--- src/rtl/pwm_chk_pkg.sv ---
// Shared types and helpers for the PWM duty-cycle checker.
package pwm_chk_pkg;

   typedef enum logic [2:0] {
      ST_IDLE    = 3'd0,
      ST_MEASURE = 3'd1,
      ST_EVAL    = 3'd2,
      ST_PASS    = 3'd3,
      ST_FAIL    = 3'd4
   } state_e;

   // True when |meas - expv| <= tol; the difference is taken larger-minus-smaller so it never wraps.
   function automatic logic within_tol(input logic [31:0] meas,
                                       input logic [31:0] expv,
                                       input logic [31:0] tol);
      logic [31:0] diff;
      diff = (meas >= expv) ? (meas - expv) : (expv - meas);
      return (diff <= tol);
   endfunction

endpackage : pwm_chk_pkg

--- src/rtl/pwm_duty_counter.sv ---
// Per-channel high-time counter, tolerance match and consecutive-match streak.
module pwm_duty_counter
   import pwm_chk_pkg::*;
#(
   parameter int unsigned PERIOD_W      = 11,
   parameter int unsigned TOL           = 8,
   parameter int unsigned MATCH_WINDOWS = 2
) (
   input  logic                clk,
   input  logic                rst,
   input  logic                i_clear,
   input  logic                i_sample,
   input  logic                i_eval,
   input  logic                i_pwm,
   input  logic [PERIOD_W-1:0] i_exp,
   output logic [PERIOD_W:0]   o_count,
   output logic                o_full,
   output logic                o_eval_full_c
);

   localparam int unsigned STREAK_W = $clog2(MATCH_WINDOWS + 1);

   logic [PERIOD_W:0]   r_count;
   logic [STREAK_W-1:0] r_streak;
   logic                w_match;

   assign w_match       = within_tol(32'(r_count), 32'(i_exp), 32'(TOL));
   assign o_count       = r_count;
   assign o_full        = (r_streak == STREAK_W'(MATCH_WINDOWS));
   // Streak will be full after this EVAL: matching now and already one short (or saturated).
   assign o_eval_full_c = w_match && (r_streak >= STREAK_W'(MATCH_WINDOWS - 1));

   // Count high cycles during MEASURE; on EVAL update the streak and restart the window.
   always_ff @(posedge clk) begin
      if (rst) begin
         r_count  <= '0;
         r_streak <= '0;
      end else if (i_clear) begin
         r_count  <= '0;
         r_streak <= '0;
      end else if (i_eval) begin
         r_count <= '0;
         if (!w_match)
            r_streak <= '0;
         else if (r_streak != STREAK_W'(MATCH_WINDOWS))
            r_streak <= r_streak + 1'b1;
      end else if (i_sample && i_pwm) begin
         r_count <= r_count + 1'b1;
      end
   end

endmodule : pwm_duty_counter

--- config.mk ---
export PLATFORM = sky130hd
export DESIGN_NAME = pwm_duty_counter
export DESIGN_NICKNAME = d
export VERILOG_FILES = /design/src/rtl/pwm_chk_pkg.sv /design/src/rtl/pwm_duty_counter.sv
export SDC_FILE = /design/constraint.sdc
export NUM_CORES = 1
export LEC_CHECK = 0
export ABC_AREA = 0
export CAP_MARGIN = 30
export CORE_ASPECT_RATIO = 0.6
export CORE_UTILIZATION = 54
export DETAILED_ROUTE_END_ITERATION = 8
export PLACE_DENSITY_LB_ADDON = 0.15
export RECOVER_POWER = 100
export SLEW_MARGIN = 30
export SYNTH_ARGS = -nofsm -noshare
export SYNTH_HDL_FRONTEND = slang
export SYNTH_SLANG_ARGS = --single-unit
--- constraint.sdc ---
create_clock -name clk -period 4.1 [get_ports clk]
set_clock_uncertainty 0.2 [all_clocks]
set_input_delay 0.615 -clock clk [delete_from_list [all_inputs] [get_ports clk]]
set_output_delay 0.615 -clock clk [all_outputs]
set_load 0.03 [all_outputs]
==> results of run 1 <==
per-layer routing:
metal	GRT usage [%]	overflow
met4	64.23	3
met5	6.250	0
met1	64.32	0
met2	90.18	2
met3	43.11	0
what timing repair did:
action                                  4_1_cts
pin swaps                                    16
hold endpoints to repair                      0
setup buffers                                 3
endpoints found under the setup margin        1
resized for setup                            41
per-stage QoR:
stage | utilization [%] | instances | hold slack, ps
detailed placement | 81.57 | 358 | 325.4
CTS | 90.02 | 365 | 332.6
global placement | 81.57 | 358 | 301.9
floorplan | - | 249 | 276.1
cells by family after synthesis:
| kind of cell | Yosys count | synth area share [%] |
|---|---|---|
| AOI/OAI and AO/OA | 66 | 24.69 |
| xor gates and xnor gates | 13 | 6.293 |
| buffers and inverters | 42 | 9.613 |
| DFF | 14 | 15.49 |
| and+or+nand+nor | 82 | 22.75 |
| adders and majority gates | 25 | 17.29 |
| muxes | 7 | 3.873 |
cell usage after synthesis, types with 3 or more instances:
master / number
a21oi_1: 19
ha_1: 25
xnor2_1: 10
dfxtp_1: 14
o22ai_1: 3
nor3_1: 4
nor2b_1: 3
o21ai_0: 15
xor2_1: 3
nor2_1: 25
nand3_1: 9
nand4_1: 4
nand2b_1: 5
inv_1: 32
buf_2: 4
a211oi_1: 4
nand2_1: 15
mux2i_1: 7
or3_1: 7
clkbuf_1: 4
==> metrics.cfg, run 1 <==
[die]
initial_core_util_pct=59.88
dieWidth_um=76.73
num_io_pins=31
rows=15
fp.dieH_um=46.84

[synth]
ys_ff_latch=14
post_synth_num_cell_types=49
synthTopCellsByArea=ha_1 (17%), dfxtp_1 (15%), inv_1 (6.6%), a21oi_1 (5.3%), nor2_1 (5.2%)
yosys.area.top_type_share_pct=17.29
yosys_warnings=0
syn_area_um2=1809
syn_inst=249
synth_largest_area_cell=ha_1
synth.net_count=291
synthArstFlopShare_pct=0
synth_area_per_cell_um2=7.266
synth_ff_type=dfxtp_1
synth_edf_count=0
yosysSeqAreaShare_pct=15.49

[status]
stop_stage=global routing (5_1_grt)
status=did not finish
error_line=[ERROR GRT-0232] Routing congestion too high. Check the congestion heatmap in the GUI.

[clocking]
cts_buffers=3
clockRootBuffer=clkbuf_8
clock-sinks=14
ctsHoldBuffers=0
clockBufferDepth=2
htree_levels=1

[place]
placed_cell_area_um2=2465
place.port_buffers=30
pre_cts_ws_ps=-408.9
place_hpwl_um=4854
place.gp.congestion=0.9358

[grt]
grtUsageTotal_pct=63.83
overflow=5
grt_max_degree=14

[sta]
worstEndpointType=primary output
postGrtWorstEndpoint=o_eval_full_c

==> run 2: changes to the inputs <==
--- a/config.mk
+++ b/config.mk
@@ -7,8 +7,7 @@
 export LEC_CHECK = 0
 export ABC_AREA = 0
 export CAP_MARGIN = 30
-export CORE_ASPECT_RATIO = 0.6
-export CORE_UTILIZATION = 54
+export CORE_UTILIZATION = 40
 export DETAILED_ROUTE_END_ITERATION = 8
 export PLACE_DENSITY_LB_ADDON = 0.15
 export RECOVER_POWER = 100
==> metrics.cfg, run 2 <==
[pwr]
power.leakage_nw=1.207
peakVddDrop_uv=225.9
power_mw=0.4094
power_density_nw_per_um2=145.9

[routing]
drc=0
wl_per_cell_um=13.52
num_vias=2004
via_per_inst=5.316
first_pass_iters=4
ant_nets=0
wl_um=5096
drt_iter0_drc=156

[synth]
synth_area_per_cell_um2=7.266  ; unchanged
synth_ff_type=dfxtp_1
yosysMostFrequentCell=inv_1
synthTopCellsByArea=ha_1 (17%), dfxtp_1 (15%), inv_1 (6.6%), a21oi_1 (5.3%), nor2_1 (5.2%)
yosys_warnings=0  ; unchanged
synth_edf_count=0  ; unchanged
synthTopCellsByCount=inv_1 (32), ha_1 (25), nor2_1 (25)
ys_ff_latch=14  ; unchanged
syn_inst=249  ; unchanged
yosysSeqAreaShare_pct=15.49  ; unchanged
syn_area_um2=1809  ; unchanged
post_synth_num_cell_types=49  ; unchanged
synth.net_count=291  ; unchanged
synthArstFlopShare_pct=0  ; unchanged
yosys.area.top_type_share_pct=17.29  ; unchanged
synth_largest_area_cell=ha_1

[clocking]
clock-sinks=14  ; unchanged
clk_pin_slew_worst_paths_ps=60
clock_latency_ps=250
clockRootBuffer=clkbuf_8
htree_levels=1  ; unchanged
ctsHoldBuffers=0  ; unchanged
cts_tree=done
cts_buffers=3  ; unchanged
clockBufferDepth=2  ; unchanged

[sta]
tns_ps=0
post-route-min-period_ps=3992
worstMarginPinSlew_ps=432.2
whs_ps=319.7
slew_viol_final=0
setup_viol=0
relSlewSlack_pct=71.18
hold_viol_final=0
max_freq_mhz=250.5
fin_ws_ps=107.9
period_share_pct=97.37

[die]
num_io_pins=31  ; unchanged
rows=24  ; +9
dieWidth_um=69.26  ; -9.7%
initial_core_util_pct=41.55  ; -18 points
core_area_um2=4354
fp.dieH_um=69.26  ; +48%
design.die.area_um2=4796

[run]
cap_violations=0

[setup_path]
path_class=in2out
crit_required_ps=3280
critical-path-top-delay-family=simple AND/OR/NAND/NOR gates
crit_fanout=4
critical_path.cell_chain=dlygate4sd2_1 > inv_2 > ha_4 > nor2b_4 > o21a_4 > or2_4 > a2111oi_4 > o22ai_1 > or4_4 > and2_4 > a311oi_2 > buf_4
crit_buf_inv=3
worst_setup_path_end_kind=primary output
slowest_stage=or4_4
arrival_ps=3180
cp-start-kind=primary input
crit_path_max_incr_delay_ps=530

[grt]
antenna_found_initial=0
grt_pass1_wl_um=8321
grtUsageTotal_pct=20.94
overflow=0
grt_pass1_vias=1841
grt_max_degree=14

[layout]
final_common_cell=buf_4
seq_area_um2=280.3
layout_common_cells=buf_4 (49), inv_1 (25), nor2_1 (23)
diodes=0
area_delta_synth_final_pct=55.12
fin_nets=368
drive_above_1_share_pct=31.38
largest_reg_flops=12
fillers=372
final_core_util_pct=64.45
multi_input_area_um2=1582

[place]
place_hpwl_um=4063  ; -16%
place.gp.congestion=0.8636  ; -7.7%
place.port_buffers=30  ; unchanged
pre_cts_ws_ps=-386.9  ; +22.05 ps

[status]
status=finished clean

[worst_hold_path]
hold_class=reg2reg

## run 2: final timing paths
check / start / slack (ps) / to / depth (start not counted)
max: i_exp[1] / 110 / o_eval_full_c / 12
max reg2reg: o_count[4] / 1000 / r_streak[1] / 11
min: r_streak[1] / 320 / r_streak[1] / 2
min reg2reg: r_streak[1] / 320 / r_streak[1] / 2
## run 2: stage by stage
stage                     cells  area [µm²]
after floorplan             249        1815
after global placement      373        2515
after detailed placement    373        2515
after CTS                   377        2694
after global routing        377        2806
final                       377        2806
## run 2: cell families after synthesis
logic type | share of synthesized area (%)
buf+inv | 9.613
compound gates | 24.69
flops | 15.49
simple gates | 22.75
xor+xnor | 6.293
fa+ha+maj | 17.29
mux | 3.873
## run 2: where the power goes
group	internal (mW)	switching, mW
clock network	0.0851	0.0503
registers	0.136	0.000391
logic	0.0718	0.0655
## run 2: what timing repair did
item / in CTS / in global routing
gates resized for setup: 28 / 32
pin swaps: 6 / 13
endpoints found under the setup margin: 1 / 1
buffers inserted: 0 / 0
## run 2: worst reg2reg max path: stages (launching register included)
cell and delay, ps:
dfxtp_1 450, ha_4 260, and3_4 190, o21a_4 110, or2_4 280, a2111oi_4 280
o22ai_1 130, or4_4 530, a32oi_1 190, buf_4 160, nand4b_1 120, o22ai_1 150
## run 2: cell type report
class | instances | share of cell area (%)
Tap cell | 52 | 2.318
Clock buffer | 4 | 1.962
Sequential cell | 14 | 9.987
Inverter | 32 | 4.280
Timing Repair Buffer | 82 | 25.10
Multi-Input combinational cell | 193 | 56.35
## run 2: layer usage
layer	share of wire (%)	track usage, %
met1	48	29.84
met2	46	34.84
met3	4.6	0.4360
met4	0.82	5.442
met5	0	0
Note: power is estimated with default switching activity, not from simulation.
